File: config.mk
export PLATFORM = sky130hd
export DESIGN_NAME = hazard_ctrl
export DESIGN_NICKNAME = d
export VERILOG_FILES = /design/src/rtl/hazard_pkg.sv /design/src/rtl/hazard_ctrl_detect.sv /design/src/rtl/hazard_ctrl.sv
export SDC_FILE = /design/constraint.sdc
export NUM_CORES = 1
export LEC_CHECK = 0
export ABC_AREA = 1
export CELL_PAD_IN_SITES_DETAIL_PLACEMENT = 1
export CELL_PAD_IN_SITES_GLOBAL_PLACEMENT = 1
export CORE_MARGIN = 1
export CORE_UTILIZATION = 38
export DETAILED_ROUTE_END_ITERATION = 6
export PLACE_DENSITY_LB_ADDON = 0.1
export SETUP_SLACK_MARGIN = 0.02
export SLEW_MARGIN = 20
export SYNTH_ARGS = -nofsm -noshare
export SYNTH_HDL_FRONTEND = slang
export SYNTH_SLANG_ARGS = --single-unit
File: constraint.sdc
create_clock -name clk -period 3.9 [get_ports clk]
set_input_delay 0.975 -clock clk [delete_from_list [all_inputs] [get_ports clk]]
set_output_delay 0.975 -clock clk [all_outputs]
set_load 0.01 [all_outputs]
File: src/rtl/hazard_pkg.sv
// Shared hazard-unit types: FSM state encoding, the zero register and the
// source-match helper that is also used by the forwarding unit.
package hazard_pkg;

  typedef enum logic [1:0] {
    RUN      = 2'd0,
    BR_STALL = 2'd1,
    WAIT     = 2'd2
  } state_e;

  localparam logic [4:0] REG_ZERO = 5'd0;

  // r is a live source of the ID instruction; r0 never matches
  function automatic logic src_match(
    input logic [4:0] r,
    input logic [4:0] rs,
    input logic [4:0] rt,
    input logic       uses_rt
  );
    return (r != REG_ZERO) &&
           ((r == rs) || (uses_rt && (r == rt)));
  endfunction

endpackage

File: src/rtl/hazard_ctrl_detect.sv
// Combinational hazard terms from the ID, EX and MEM register fields.
// Ports: ID rs/rt/uses_rt/is_branch, EX load/write/dest, MEM load/dest in;
// lu_o (load-use), b1_o (1-cycle branch dep), b2_o (load-to-branch) out.
module hazard_detect
  import hazard_pkg::*;
(
  input  logic [4:0] id_rs,
  input  logic [4:0] id_rt,
  input  logic       id_uses_rt,
  input  logic       id_is_branch,
  input  logic       idex_mem_read,
  input  logic       idex_reg_write,
  input  logic [4:0] idex_wreg,
  input  logic       exmem_mem_read,
  input  logic [4:0] exmem_wreg,
  output logic       lu_o,
  output logic       b1_o,
  output logic       b2_o
);

  logic ex_src;
  logic mem_src;

  assign ex_src  = src_match(idex_wreg, id_rs, id_rt,
                             id_uses_rt);
  assign mem_src = src_match(exmem_wreg, id_rs, id_rt,
                             id_uses_rt);

  assign lu_o = idex_mem_read & ex_src;

  // ALU result in EX, or load data arriving in MEM:
  // branch compares in ID, so one stall is enough
  assign b1_o = id_is_branch &
                ((idex_reg_write & ~idex_mem_read & ex_src) |
                 (exmem_mem_read & mem_src));

  // load still in EX feeding an ID branch: two stalls
  assign b2_o = id_is_branch & idex_mem_read & ex_src;

endmodule

File: src/rtl/hazard_ctrl.sv
// Front-end pipeline controller: PC/IF-ID enables, IF-ID flush, ID-EX bubble,
// stall-cycle counter and sticky imem timeout. Outputs are Mealy.
// Ports: clk, rst (async high), imem_ready, ID/EX/MEM hazard fields and
// id_redirect in; pc_we, ifid_we, ifid_flush, idex_bubble, imem_timeout,
// stall_count out.
module hazard_ctrl
  import hazard_pkg::*;
#(
  parameter int CNT_W    = 32,
  parameter int WAIT_MAX = 16
) (
  input  logic             clk,
  input  logic             rst,
  input  logic             imem_ready,
  input  logic [4:0]       id_rs,
  input  logic [4:0]       id_rt,
  input  logic             id_uses_rt,
  input  logic             id_is_branch,
  input  logic             id_redirect,
  input  logic             idex_mem_read,
  input  logic             idex_reg_write,
  input  logic [4:0]       idex_wreg,
  input  logic             exmem_mem_read,
  input  logic [4:0]       exmem_wreg,
  output logic             pc_we,
  output logic             ifid_we,
  output logic             ifid_flush,
  output logic             idex_bubble,
  output logic             imem_timeout,
  output logic [CNT_W-1:0] stall_count
);

  localparam int WW = $clog2(WAIT_MAX + 1);
  localparam logic [WW-1:0] WMAX = WW'(WAIT_MAX);

  state_e           state_q, state_d;
  logic [WW-1:0]    wait_q, wait_d;
  logic [CNT_W-1:0] cnt_q, cnt_d;
  logic             to_q, to_d;
  logic             stall;
  logic             lu, b1, b2;

  hazard_detect u_detect (
    .id_rs          (id_rs),
    .id_rt          (id_rt),
    .id_uses_rt     (id_uses_rt),
    .id_is_branch   (id_is_branch),
    .idex_mem_read  (idex_mem_read),
    .idex_reg_write (idex_reg_write),
    .idex_wreg      (idex_wreg),
    .exmem_mem_read (exmem_mem_read),
    .exmem_wreg     (exmem_wreg),
    .lu_o           (lu),
    .b1_o           (b1),
    .b2_o           (b2)
  );

  // priority ordered: imem wait beats the pending
  // second branch stall, which beats fresh hazards
  always_comb begin
    stall   = 1'b0;
    state_d = RUN;
    if (!imem_ready) begin
      stall   = 1'b1;
      state_d = WAIT;
    end else if (state_q == BR_STALL) begin
      stall   = 1'b1;
    end else if (b2) begin
      stall   = 1'b1;
      state_d = BR_STALL;
    end else if (lu | b1) begin
      stall   = 1'b1;
    end
  end

  always_comb begin
    pc_we       = 1'b0;
    ifid_we     = 1'b0;
    ifid_flush  = 1'b1;
    idex_bubble = 1'b1;
    if (!rst) begin
      pc_we       = ~stall;
      ifid_we     = ~stall;
      ifid_flush  = ~stall & id_redirect;
      idex_bubble = stall;
    end
  end

  always_comb begin
    wait_d = '0;
    if (!imem_ready)
      wait_d = (wait_q == WMAX) ? wait_q
                                : wait_q + WW'(1);
    to_d  = to_q | (wait_d == WMAX);
    cnt_d = cnt_q;
    if (stall && cnt_q != '1)
      cnt_d = cnt_q + CNT_W'(1);
  end

  always_ff @(posedge clk or posedge rst) begin
    if (rst) begin
      state_q <= RUN;
      wait_q  <= '0;
      cnt_q   <= '0;
      to_q    <= 1'b0;
    end else begin
      state_q <= state_d;
      wait_q  <= wait_d;
      cnt_q   <= cnt_d;
      to_q    <= to_d;
    end
  end

  assign imem_timeout = to_q;
  assign stall_count  = cnt_q;

endmodule

==> out/qor.yml, run 1 <==
timing:
  relSlewSlack_pct: 54.43
  fin_crit_ps: 3651
  hold_viol_final: 0
  finalWorstSetupSlack_ps: 248.7
  setup_violations: 0
  post-route-period-util_pct: 93.62
  worstMarginPinSlew_ps: 681.1
  fmax_mhz: 273.9
  fin_skew_ps: 7.879
  rsz0062_at_grt: "false"
  maxSlewViolCount: 0
  whs_ps: 463.9
finish:
  nFillCells: 969
  layout.cells.non_filler: 600
  stdcell_area_mm2: 0.003735
  antenna_cells: 0
  final_layout_size_suffix_gt1_share_pct: 4.591
  layout.nets: 532
  area_growth_pct: 28.83
detailed_routing:
  dr.pass1.iters: 4
  ant_nets: 0
  vias: 3022
  drc: 0
  avgRoutedWirePerCell_um: 14.70
  avgViaCountPerCell: 5.037
  drt-total-wl_um: 8822
  drt_iter0_drc: 173
logic_synthesis:
  synth_seq_cells: 40
  ys_warn_count: 0
  synth_cell_types: 26
  yosysSeqAreaShare_pct: 34.53
  syn-num-nets: 470
  synth_cells: 438
  syn-cell-area_mm2: 0.002899
  synth.avg_cell_area_um2: 6.619
floorplan:
  num_io_pins: 66
  row_count: 31
  initial_core_util_pct: 39.55
  dieArea_mm2: 0.007983
  die_w_um: 89.35
  core_mm2: 0.007331
  die_h_um: 89.35
clock_tree:
  cts.sinks: 40
  htreeDepth: 2
  clk-insertion-delay-late_ps: 310
  cts_tree: "yes"
  clk_pin_slew_ps: 90
  cts_setup_buffers: 0
  ctsHoldBuffers: 0
  numCtsBuffers: 5
  clockBufferDepth: 2
  cts_root_buf: "clkbuf_8"
place:
  place_ws_ps: -41.07
  place.gp.congestion: 0.8827
  placed_area_mm2: 0.003607
  port_buffers: 65
  dp_cells: 592
  dp_hpwl_um: 6728
setup_path:
  cp-end-kind: "output pin"
  path_class: "in -> out"
  worstPathRequired_ps: 2920
  worst-path-max-fanout: 3
  arrival_ps: 2680
  start_kind: "input pin"
grt:
  grt_pass1_vias: 2994
  grt_max_degree: 41
  grt-ovfl-total: 0
  groute.usage.overall_pct: 24.41
  antenna_found_initial: 0
  grt_pass1_wl_um: 14770
status:
  run_status: "complete, no violations"
pwr:
  power_density_mw_per_mm2: 302.8
  leakage_nw: 1.868
  peakVddDrop_mv: 0.1936
hold_path:
  worstHoldPathType: "reg -> reg"
flow_run:
  maxCapViolations: 0
## cell usage in the layout (no fill, tap or decap), types with 7 or more instances in the layout
master and n:
nand2_1 162, xnor2_1 12, clkbuf_8 7, nand3_1 53, dfrtp_1 40, nor3_1 17, xor2_1 23, inv_1 40
nor2_1 45, clkdlybuf4s50_1 61
## stage by stage
stage	TNS (ps)	power [W]	utilization, %
3_5_place_dp	-84.92	0.0007518	49.21
2_1_floorplan	0	0.0006233	-
5_1_grt	0	0.001192	50.95
3_3_place_gp	0	0.0007428	49.21
4_1_cts	0	0.001145	50.88
6_report	0	0.001131	50.95
## cell type report
cell class / instances / area (um2) / share of cell area (%)
flip-flops and latches: 40 / 1001 / 26.80
well taps: 99 / 123.9 / 3.317
repair buffers: 67 / 664.4 / 17.79
multi-input cells: 341 / 1650 / 44.19
clock buffers: 7 / 96.34 / 2.580
inverters: 45 / 168.9 / 4.523
clock inverters: 1 / 30.03 / 0.8040
## metal layers
layer / up-vias / wire, um / global-route usage (%)
met2: 58 / 4145 / 40.74
li1: 1501 / - / -
met4: 0 / 105 / 5.628
met1: 1454 / 4305 / 33.39
met3: 9 / 266 / 3.509
met5: - / 0 / 0
## repair_timing
action,4_1_cts,5_1_grt
gates resized for setup,3,3
endpoints found under the setup margin,3,2
pin swaps,0,0
## registers in the layout, summed over array words and instances, names as in the netlist
| register | cells |
|---|---|
| stall_count | 32 |
| wait_q | 5 |
| state_q | 2 |
| imem_timeout | 1 |
## cells in the mapped netlist, drive strengths merged
master	count	area, um2
nand2	166	635.6
nand3	54	275.3
inv	45	168.9
nor2	45	168.9
dfrtp	40	1001
xor2	23	201.4
nor3	19	105.1
buf	12	81.33
xnor2	12	105.1
o21ai	6	30.03
nor4	4	31.28
ha	3	37.54
a21oi	2	10.01
nand3b	2	15.01
nand4	2	12.51
a21o	1	7.510
and3	1	6.260
or3	1	6.260
## path summary, 6_finish.rpt
| check | start | endpoint | slack [ps] | cells after the start |
|---|---|---|---|---|
| setup / recovery | id_rt[1] | idex_bubble | 250 | 13 |
| setup reg to reg | stall_count[0] | stall_count[7] | 1070 | 9 |
| hold / removal | imem_timeout | imem_timeout | 460 | 1 |
| min in group asynchronous | rst | imem_timeout | 1150 | 3 |
| hold reg to reg | imem_timeout | imem_timeout | 460 | 1 |
| max in group asynchronous | rst | stall_count[3] | 2370 | 3 |
## cells by family after synthesis
kind of cell	synth area share, %
flip-flops	34.53
buffers and inverters	8.632
AO/OA/AOI/OAI	1.640
XOR/XNOR	10.57
adder cells (fa/ha/maj)	1.295
AND/OR/NAND/NOR	43.33
## where the power goes
group / leakage (nW) / switching [W] / internal (W)
sequential: 0.546 / 0.0000399 / 0.000442
combinational: 1.26 / 0.000137 / 0.000122
clock: 0.0645 / 0.000164 / 0.000226
## worst max-delay path: stages
cell,delay (ps)
clkdlybuf4s50_1,490
inv_1,70
o21ai_0,180
nor2_1,80
nand3_1,70
nand2_1,50
nand2_1,50
nand2_1,70
nand2_1,90
nand2_2,60
nor2_1,150
inv_1,50
dlygate4sd2_1,280
(Power assumes the default switching activity.)
==> run 2, diff against run 1 <==
ABC_AREA = unset   (was 1)
CORE_MARGIN = 5   (was 1)
CORE_UTILIZATION = 39   (was 38)
==> out/qor.yml, run 2 <==
status:
  run_status: "complete, no violations"
pwr:
  swShare_pct: 29.83
  p_comb_share_pct: 26.7
  intPower_w: 0.0007734
  p_sw_w: 0.0003288
  seqPwrFrac_pct: 46.4
  peakVddDrop_mv: 0.2474
  leakage_nw: 1.293
  clkPwrFrac_pct: 26.9
  power_w: 0.001102
  power_density_mw_per_mm2: 346.4
hold_path:
  worstHoldPathType: "reg -> reg"
timing:
  maxSlewViolCount: 0
  post-route-period-util_pct: 97.38
  hold_viol_final: 0
  setup_violations: 0
  finalWorstSetupSlack_ps: 102.3
  worstMarginPinSlew_ps: 684.9
  fin_crit_ps: 3798
  relSlewSlack_pct: 54.17
  fin_skew_ps: 6.018
  fmax_mhz: 263.3
  rsz0062_at_grt: "false"
  whs_ps: 469.0
  fin_tns_setup_ps: 0
logic_synthesis:
  synth_seq_cells: 40
  ys_top_cells_by_count: "xnor2_1, dfrtp_1, nand2_1, nand3_1, nand4_1"
  async_flop_share_pct: 100.0
  yosysSeqAreaShare_pct: 44.82
  syn-cell-area_mm2: 0.002233
  synth.most_common_cell: "xnor2_1"
  synth_cell_types: 37
  synth.area.top_cells: "dfrtp_1, xnor2_1, nand4_1"
  synth_cells: 214
  yosysTopAreaCellShare_pct: 44.82
  synth_top_area_cell: "dfrtp_1"
  ys.flop_type: "dfrtp_1"
  synth.avg_cell_area_um2: 10.44
  synth_edf_count: 0
  ys_warn_count: 0
  syn-num-nets: 246
place:
  port_buffers: 65
  placed_area_mm2: 0.003070
  place_ws_ps: -230.4
  dp_hpwl_um: 4557
  place.gp.congestion: 0.8150
grt:
  grt_pass1_wl_um: 9894
  grt_max_degree: 33
  groute.usage.overall_pct: 16.68
  grt_pass1_vias: 2037
  grt-ovfl-total: 0
  antenna_found_initial: 0
setup_path:
  cp-end-kind: "output pin"
  path_cells: "clkdlybuf4s50_1 -> or3_4 -> o311a_1 -> a32oi_2 -> and3_4 -> inv_1 -> dlygate4sd2_1"
  worstPathRequired_ps: 2920
  arrival_ps: 2820
  start_kind: "input pin"
  max_stage_delay_ps: 420
  cpMaxStageDelayCell: "clkdlybuf4s50_1"
  worst-path-max-fanout: 3
  path_class: "in -> out"
detailed_routing:
  avgRoutedWirePerCell_um: 15.45
  drt-total-wl_um: 5777
  drc: 0
  dr.pass1.iters: 4
  ant_nets: 0
  drt_iter0_drc: 62
  vias: 1875
  avgViaCountPerCell: 5.013
floorplan:
  initial_core_util_pct: 40.31
  core_mm2: 0.005540
  row_count: 27
  die_w_um: 85.68
  num_io_pins: 66
  die_h_um: 85.68
  dieArea_mm2: 0.007340
clock_tree:
  clockBufferDepth: 2
  cts_root_buf: "clkbuf_8"
  ctsHoldBuffers: 0
  cts_tree: "yes"
  cts.sinks: 40
  htreeDepth: 2
  clk_pin_slew_ps: 80
  numCtsBuffers: 5
  clk-insertion-delay-late_ps: 290
finish:
  regArea_mm2: 0.001001
  largest_reg_flops: 32
  layout.nets: 333
  layout_commonest_cell: "clkdlybuf4s50_1"
  layout_common_cells: "clkdlybuf4s50_1, xnor2_1, dfrtp_1"
  stdcell_area_mm2: 0.003182
  area_growth_pct: 42.46
  final_layout_size_suffix_gt1_share_pct: 13.91
  antenna_cells: 0
  nFillCells: 633
  multi_input_area_mm2: 0.001186
flow_run:
  maxCapViolations: 0
run 2: worst max-delay path, delay by kind of cell:
family | cells | cell delay (ps)
compound gates | 2 | 510
buf+inv | 3 | 720
simple gates | 2 | 610
run 2: area by class of cell:
cell class / count / share of cell area, %
Timing Repair Buffer: 84 / 24.66
Inverter: 7 / 0.8258
Tap cell: 72 / 2.831
Sequential cell: 40 / 31.46
Multi-Input combinational cell: 163 / 37.28
Clock inverter: 1 / 0.2359
Clock buffer: 7 / 2.713
run 2: layer usage:
layer  vias up  track usage [%]  wire (um)
met1       906            21.87       2620
met5         -                0          0
met4         0            3.741         79
met2        45            27.97       2821
li1        916                -          -
met3         8            3.939        255
run 2: power groups by stage:
stage	Sequential, W	Combinational [W]	Clock (W)
floorplan	0.000528	0.000120	0
global placement	0.000517	0.000292	0
detailed placement	0.000520	0.000299	0
CTS	0.000513	0.000299	0.000303
global route	0.000522	0.000325	0.000324
finish	0.000511	0.000295	0.000296
run 2: worst paths after layout:
check	startpoint	end	slack, ps	depth (start not counted)
setup / recovery	exmem_wreg[1]	idex_bubble	100	7
hold / removal	imem_timeout	imem_timeout	470	1
setup reg to reg	stall_count[7]	stall_count[1]	1720	7
hold reg to reg	imem_timeout	imem_timeout	470	1
max in group asynchronous	rst	stall_count[22]	2340	3
min in group asynchronous	rst	wait_q[3]	1130	3
run 2: repair_timing:
item | in CTS | in global routing
gates cloned | 0 | 0
endpoints found under the setup margin | 4 | 2
pin swaps | 2 | 0
setup buffers | 1 | 1
resized for setup | 6 | 4
run 2: logic make-up after synthesis:
| family | after synthesis | share of synthesized area (%) |
|---|---|---|
| and+or+nand+nor | 95 | 24.71 |
| buffers and inverters | 11 | 2.577 |
| AOI/OAI and AO/OA | 10 | 4.146 |
| adders and majority gates | 3 | 1.681 |
| xor gates and xnor gates | 52 | 20.39 |
| muxes | 3 | 1.680 |
| DFF | 40 | 44.82 |
run 2: metrics by stage:
step                instances  util (%)
global placement          364     55.42
finish                    374     57.43
detailed placement        364     55.42
global route              374     57.43
floorplan                 214         -
CTS                       373     57.20
